### config.mk
export PLATFORM = sky130hd
export DESIGN_NAME = llsc_monitor
export DESIGN_NICKNAME = d
export VERILOG_FILES = /design/src/rtl/llsc_pkg.sv /design/src/rtl/llsc_timer.sv /design/src/rtl/llsc_monitor.sv
export SDC_FILE = /design/constraint.sdc
export NUM_CORES = 1
export LEC_CHECK = 0
export CORE_MARGIN = 3
export CORE_UTILIZATION = 44
export CTS_BUF_LIST = sky130_fd_sc_hd__clkbuf_8
export CTS_CLUSTER_SIZE = 12
export DETAILED_ROUTE_END_ITERATION = 7
export PLACE_DENSITY_LB_ADDON = 0.2
export SLEW_MARGIN = 10
export SYNTH_ARGS = -nofsm -noshare
export SYNTH_HDL_FRONTEND = slang
export SYNTH_SLANG_ARGS = --single-unit
### constraint.sdc
create_clock -name clk -period 4.2 [get_ports clk]
set_input_delay 0.84 -clock clk [delete_from_list [all_inputs] [get_ports clk]]
set_output_delay 0.84 -clock clk [all_outputs]
set_load 0.005 [all_outputs]
### src/rtl/llsc_pkg.sv
// Shared types and default sizing for the LL/SC reservation monitor.
// Reservation FSM encoding plus default address width and granule.
package llsc_pkg;

  typedef enum logic [1:0] {
    ST_IDLE     = 2'd0,
    ST_LINKED   = 2'd1,
    ST_SC_WAIT  = 2'd2,
    ST_SC_DRAIN = 2'd3
  } llsc_state_e;

  localparam int LLSC_ADDR_W   = 32;
  localparam int LLSC_GRAN_LSB = 2;

endpackage

### src/rtl/llsc_timer.sv
// Reservation lifetime down-counter; only built when LLSC_TIMEOUT_EN is defined.
// Reloads on every LL that (re)establishes the link, expires at zero while running.
module llsc_timer
  import llsc_pkg::*;
#(
  parameter int TIMEOUT_CYCLES = 1024
) (
  input  logic clk,
  input  logic rst,
  input  logic i_load,
  input  logic i_run,
  output logic o_expired
);

  localparam int CNT_W = $clog2(TIMEOUT_CYCLES);

  logic [CNT_W-1:0] r_cnt;

  always_ff @(posedge clk) begin
    if (rst) begin
      r_cnt <= '0;
    end else if (i_load) begin
      r_cnt <= CNT_W'(TIMEOUT_CYCLES - 1);
    end else if (i_run && (r_cnt != '0)) begin
      r_cnt <= r_cnt - 1'b1;
    end
  end

  assign o_expired = i_run && (r_cnt == '0);

endmodule

### src/rtl/llsc_monitor.sv
// LL/SC reservation controller: tracks the linked granule and sequences the SC store.
// Optional reservation timeout is enabled by defining LLSC_TIMEOUT_EN.
module llsc_monitor
  import llsc_pkg::*;
#(
  parameter int ADDR_W         = LLSC_ADDR_W,
  parameter int GRAN_LSB       = LLSC_GRAN_LSB,
  parameter int TIMEOUT_CYCLES = 1024
) (
  input  logic              clk,
  input  logic              rst,
  input  logic              i_flush,
  input  logic              i_eret,
  input  logic              i_ll_req,
  input  logic [ADDR_W-1:0] i_ll_addr,
  input  logic              i_sc_req,
  input  logic [ADDR_W-1:0] i_sc_addr,
  input  logic              i_snoop_valid,
  input  logic [ADDR_W-1:0] i_snoop_addr,
  input  logic              i_mem_ack,
  output logic              o_mem_req,
  output logic              o_sc_busy,
  output logic              o_sc_done,
  output logic              o_sc_result,
  output logic              o_llbit_we,
  output logic              o_llbit_wd,
  output logic              o_link_valid
);

  if (TIMEOUT_CYCLES < 2) begin : g_bad_timeout
    $error("llsc_monitor: TIMEOUT_CYCLES must be at least 2");
  end

  llsc_state_e       r_state;
  llsc_state_e       w_state_nxt;
  logic [ADDR_W-1:0] r_addr;
  logic [ADDR_W-1:0] w_addr_nxt;
  logic              w_mem_req_nxt;
  logic              w_done_nxt;
  logic              w_result_nxt;
  logic              w_we_nxt;
  logic              w_wd_nxt;
  logic              w_sc_match;
  logic              w_snoop_hit;
  logic              w_expired;

  // Full address is kept so the granule compare can mask the low bits itself.
  assign w_sc_match  = (((i_sc_addr ^ r_addr) >> GRAN_LSB) == '0);
  assign w_snoop_hit = i_snoop_valid && (((i_snoop_addr ^ r_addr) >> GRAN_LSB) == '0);

`ifdef LLSC_TIMEOUT_EN
  logic w_tmr_load;

  // Staying in (or entering) LINKED with an LL present means that LL was taken.
  assign w_tmr_load = i_ll_req && (w_state_nxt == ST_LINKED);

  llsc_timer #(
    .TIMEOUT_CYCLES(TIMEOUT_CYCLES)
  ) u_timer (
    .clk      (clk),
    .rst      (rst),
    .i_load   (w_tmr_load),
    .i_run    (r_state == ST_LINKED),
    .o_expired(w_expired)
  );
`else
  assign w_expired = 1'b0;
`endif

  always_comb begin
    w_state_nxt   = r_state;
    w_addr_nxt    = r_addr;
    w_mem_req_nxt = 1'b0;
    w_done_nxt    = 1'b0;
    w_result_nxt  = 1'b0;
    w_we_nxt      = 1'b0;
    w_wd_nxt      = 1'b0;
    unique case (r_state)
      ST_IDLE: begin
        if (!(i_flush || i_eret)) begin
          if (i_ll_req) begin
            w_state_nxt = ST_LINKED;
            w_addr_nxt  = i_ll_addr;
            w_we_nxt    = 1'b1;
            w_wd_nxt    = 1'b1;
          end else if (i_sc_req) begin
            w_done_nxt = 1'b1;
            w_we_nxt   = 1'b1;
          end
        end
      end
      ST_LINKED: begin
        if (i_flush || i_eret) begin
          w_state_nxt = ST_IDLE;
          w_we_nxt    = 1'b1;
        end else if (i_sc_req) begin
          if (w_sc_match && !w_snoop_hit) begin
            w_state_nxt   = ST_SC_WAIT;
            w_mem_req_nxt = 1'b1;
          end else begin
            w_state_nxt = ST_IDLE;
            w_done_nxt  = 1'b1;
            w_we_nxt    = 1'b1;
          end
        end else if (i_ll_req) begin
          w_addr_nxt = i_ll_addr;
          w_we_nxt   = 1'b1;
          w_wd_nxt   = 1'b1;
        end else if (w_snoop_hit || w_expired) begin
          w_state_nxt = ST_IDLE;
          w_we_nxt    = 1'b1;
        end
      end
      ST_SC_WAIT: begin
        // The store is committed once issued; snoops no longer matter here.
        if (i_mem_ack) begin
          w_state_nxt  = ST_IDLE;
          w_done_nxt   = !i_flush;
          w_result_nxt = !i_flush;
          w_we_nxt     = 1'b1;
        end else begin
          w_mem_req_nxt = 1'b1;
          if (i_flush) w_state_nxt = ST_SC_DRAIN;
        end
      end
      ST_SC_DRAIN: begin
        if (i_mem_ack) begin
          w_state_nxt = ST_IDLE;
          w_we_nxt    = 1'b1;
        end else begin
          w_mem_req_nxt = 1'b1;
        end
      end
      default: w_state_nxt = ST_IDLE;
    endcase
  end

  always_ff @(posedge clk) begin
    if (rst) begin
      r_state     <= ST_IDLE;
      r_addr      <= '0;
      o_mem_req   <= 1'b0;
      o_sc_done   <= 1'b0;
      o_sc_result <= 1'b0;
      o_llbit_we  <= 1'b0;
      o_llbit_wd  <= 1'b0;
    end else begin
      r_state     <= w_state_nxt;
      r_addr      <= w_addr_nxt;
      o_mem_req   <= w_mem_req_nxt;
      o_sc_done   <= w_done_nxt;
      o_sc_result <= w_result_nxt;
      o_llbit_we  <= w_we_nxt;
      o_llbit_wd  <= w_wd_nxt;
    end
  end

  assign o_sc_busy    = (r_state == ST_SC_WAIT) || (r_state == ST_SC_DRAIN);
  assign o_link_valid = (r_state == ST_LINKED);

endmodule
; Word-level counts from Yosys, hierarchy flattened
; Index checks and enable logic that the tools add are counted.
[classes]
add_sub_neg = 0
multipliers = 0
div = 0
order_cmp = 0
n_eq_ne = 11
shifts = 0
muxes = 42
bitwise_logic = 3
reduce_logical = 14
[ops]
columns = cell, n
row1 = 32-bit two-way mux, 4
row2 = 32-bit logical NOT, 2
row3 = 32-bit one-hot mux with 2 select lines, 1
row4 = 32-bit bitwise XOR, 2
row5 = 1-bit two-way mux, 22
row6 = 2-bit two-way mux, 10
row7 = "2-bit != test, second input constant", 5
row8 = 2-bit one-hot mux with 4 select lines, 1
row9 = 1-bit one-hot mux with 3 select lines, 2
row10 = 6-bit AND reduction, 1
row11 = "2-bit == test, second input constant", 2
row12 = "4-bit by 2-bit != test with 1-bit output, second input constant", 1
row13 = "4-bit by 3-bit != test with 1-bit output, second input constant", 1
row14 = 1-bit one-hot mux with 2 select lines, 2
row15 = 4-bit AND reduction, 1
row16 = 2-bit OR reduction, 2
row17 = "3-bit != test, second input constant", 1
row18 = "2-bit by 1-bit == test with 1-bit output, second input constant", 1
row19 = 1-bit logical AND, 2
row20 = 1-bit logical NOT, 2
row21 = 2-bit logical NOT, 1
row22 = 1-bit logical OR, 2
row23 = 2-bit nonzero test, 1
row24 = 1-bit inverter, 1
[totals]
register_bits = 39
latchBits = 0
ram_bits = 0
rom_bits = 0
word_cells = 77
n_memories = 0

; Depth between registers and ports, before layout
[depth]
depth_word = 9
ltp_mapped = 6
ltp_nobuf = 6

; Least setup slack after synthesis
; Ideal clock, no wire load.
[synth_path]
path_type = input -> register
from = input i_snoop_addr[10]
to = register o_llbit_we
setup_ps = 103
t_arrival_ps = 2463
required_ps = 4097
slack_ps = 1633
path_stages = 6
path_buffers = 0
cell_sequence = xnor2_1 > nand4_1 > or4_4 > nor4_4 > and3b_1 > a2111oi_2
[synth_via]
elab_chain_cells = 9
word_cells_on_any_way = 11
[synth_lines]
columns = element, line_no
row1 = "start, declared", llsc_monitor.sv:19  ; input logic [ADDR_W-1:0] i_snoop_addr,
row2 = 32-bit bitwise XOR (*), llsc_monitor.sv:49  ; assign w_snoop_hit = i_snoop_valid && (((i_snoop_addr ^ r_addr) >> GRAN_LSB) == '0);
row3 = 32-bit logical NOT (*), llsc_monitor.sv:49
row4 = 1-bit logical AND (*), llsc_monitor.sv:49
row5 = 1-bit logical NOT, llsc_monitor.sv:97  ; if (w_sc_match && !w_snoop_hit) begin
row6 = 1-bit logical AND, llsc_monitor.sv:97
row7 = 1-bit two-way mux, llsc_monitor.sv:97
row8 = 1-bit two-way mux (*), llsc_monitor.sv:96  ; end else if (i_sc_req) begin
row9 = 1-bit two-way mux (*), llsc_monitor.sv:93  ; if (i_flush || i_eret) begin
row10 = 1-bit one-hot mux with 3 select lines (*), llsc_monitor.sv:78  ; unique case (r_state)
row11 = "end signal, assigned", llsc_monitor.sv:153  ; o_llbit_we <= w_we_nxt;
row12 = "end, declared", llsc_monitor.sv:25  ; output logic o_llbit_we,
; Every way passes the cells marked *; elsewhere a longest branch is shown, timed or not.
; A chain may end at the register's enable or synchronous reset.

; Worst setup path after layout
[layout_path]
from = input i_snoop_addr[11]
to = register o_llbit_we
; Same word-level chain as after synthesis.

==> reports/metrics.cfg <==
[run_status]
status=completed

[setup_path]
crit_chain=clkdlybuf4s50_1 -> xnor2_1 -> nand4_1 -> or4_4 -> nor4_4 -> and3b_1 -> a2111oi_2
critical_path.n_buffers_inverters=1
critPathKind=input pin to flop
crit_required_ps=4390
worstPathMaxFanout=5
start_kind=input pin
arrival_ps=3140
critical_path.top_delay_family=simple AND/OR/NAND/NOR gates
slowest_stage=or4_4
end_kind=flop
slowest_delay_ps=570

[sta]
setup-tns-final_ps=0
slew_headroom_pct=60.1
min_period_ps=2940
report.final.hold_viol_count=0
rsz0062_at_grt=no
fin_worst_skew_ps=6.13
fmax_ghz=0.340
worst_pin_slew_ps=594
fin_crit_sh_pct=70.1
maxSlewViolCount=0
setup_viol=0

[floorplan]
core-area_mm2=0.00444
die_area_mm2=0.00557
die_x_um=74.6
fp.dieH_um=74.6
num_io_pins=111
initial_core_util_pct=46.6
rows=24

[global_route]
grt_use_total_pct=22.3
globalRouteOverflowTotal=0
grt_start_max_net_pins=39
antenna_found_initial=0
grt_pass1_wl_mm=9.43
first_global_vias=2075

[drt]
vias_per_cell=5.09
wl_per_cell_um=14.8
wl_mm=6.11
ant_nets=0
drtPass1Iterations=4
drtIter0Drc=47
vias=2097
drc=0

[finish]
n_antenna_cell=0
layout.nets=463
drive_gt1_share_pct=4.17
final_cell_mix=clkdlybuf4s50_1 (104), nand2_1 (64), xnor2_1 (46)
layout_commonest_cell=clkdlybuf4s50_1
syn_to_final_growth_pct=56.8

[yosys]
synth_compound_area_share_pct=11.5
synthesis.nets=363
synth_top_family_by_area=XOR/XNOR gates
synth_top_area_cell=dfxtp_1
synth-seq-cells=37
avgSynthCellArea_um2=8.00
synth_simple_gate_area_share_pct=24.9
netlist_area_mm2=0.00207
synth_top_area_share_pct=35.7
yosys_warnings=0
yosysSeqAreaShare_pct=35.7
synth.area.top_cells=dfxtp_1 (36%), xnor2_1 (19%), nand2_1 (12%)
synth.mux.area_fraction_pct=0
synth_cell_types=28
synthAdderAreaFrac_pct=0
synth_cells=259
synth-xor-area-share_pct=25.3

[pwr]
power_switching_mw=0.203
leakagePower_nw=1.10
clock_power_share_pct=33.4
p_sw_share_pct=24.4
totalPowerFinal_mw=0.834
p_comb_share_pct=21.9
ir_worst_vdd_mv=0.167
internal_power_mw=0.631
seqPwrFrac_pct=44.7
p_per_area_mw_per_mm2=257

[clocking]
insertion_delay_ps=290
cts_tree=built
cts_max_level=2
cts.sinks=37
cts_buffers=5
clockBufferDepth=2
cts_resized=0
clk_pin_slew_ps=80
hold_buffers=0
post-cts-setup-buffers=0
cts_root_buf=clkbuf_8

[job]
drv_cap=0

[placement]
gp_congestion=0.742
hpwl_mm=4.72
io_buffers=104

[hold_path]
hold_class=flop to flop

[layer usage]
metal / vias to the layer above / wire [um] / part of all wire [%] / track usage (%)
met5: - / 0 / 0 / 0
met4: 0 / 104 / 1.7 / 6.72
met3: 8 / 435 / 7.1 / 6.14
met2: 74 / 2950 / 48 / 38.7
met1: 940 / 2620 / 43 / 27.0
li1: 1075 / - / - / -
[power by group through the flow]
stage | Clock, mW | Combinational (mW) | Sequential (mW)
detailed placement | 0 | 0.182 | 0.381
global placement | 0 | 0.179 | 0.381
CTS | 0.282 | 0.183 | 0.373
global route | 0.298 | 0.197 | 0.374
finish | 0.279 | 0.182 | 0.373
floorplan | 0 | 0.0703 | 0.378
[worst register-to-register path, delay by kind of cell, from the launching register on]
| family | cells | cell delay (ps) |
|---|---|---|
| AOI/OAI and AO/OA | 1 | 330 |
| xor gates and xnor gates | 1 | 150 |
| DFF | 1 | 440 |
| and+or+nand+nor | 4 | 1330 |
[final timing paths]
kind                            cells past startpoint  slack (ps)         end              from
worst max-delay path                                7        1260  o_llbit_we  i_snoop_addr[11]
worst min-delay path                                2         500  r_addr[24]        r_addr[24]
worst min register to register                      2         500  r_addr[24]        r_addr[24]
worst max register to register                      6        1850  o_llbit_we        r_addr[28]
[metrics by stage]
step / utilization, % / cells / hold slack, ps / area, um^2 / setup slack (ps)
2_1_floorplan: - / 259 / 472 / 2070 / 1630
3_3_place_gp: 70.9 / 404 / 481 / 3150 / 1000
3_5_place_dp: 70.9 / 404 / 488 / 3150 / 965
4_1_cts: 73.1 / 412 / 499 / 3250 / 1260
5_1_grt: 73.1 / 412 / 511 / 3250 / 1120
6_report: 73.1 / 412 / 500 / 3250 / 1260
[cell families (layout without fill, tap and decap cells)]
logic type / Yosys count / count (layout)
and+or+nand+nor: 106 / 106
xor gates and xnor gates: 60 / 60
AOI/OAI and AO/OA: 42 / 42
DFF: 37 / 37
buffers and inverters: 14 / 115
[synthesized netlist by cell type]
library cell / count
nand2_1: 64
xnor2_1: 46
dfxtp_1: 37
a21oi_1: 33
xor2_1: 14
clkbuf_1: 13
nand4_1: 13
nor4_1: 8
nor2_1: 5
nor2b_1: 4
nor3_1: 4
o21ai_0: 2
a2111oi_2: 1
a211oi_1: 1
a32o_1: 1
and3_1: 1
and3b_1: 1
buf_1: 1
nand3_1: 1
nor3b_1: 1
nor3b_2: 1
nor4_4: 1
nor4b_1: 1
o211ai_1: 1
o21a_1: 1
o22ai_1: 1
o41ai_1: 1
or4_4: 1
[final cells by class]
class                      count  area [um^2]
fill                         356         1190
multi-input combinational    208         1280
tap                           52         65.1
clock buffer                   7         96.3
clock inverter                 1         5.00
timing repair buffer         107         1060
sequential                    37          741
[flip-flops by register name, indices dropped and copies added (netlist names)]
name,flops
r_state,2
o_mem_req,1
o_llbit_wd,1
o_sc_done,1
o_sc_result,1
r_addr,30
o_llbit_we,1
(Power assumes the default switching activity.)
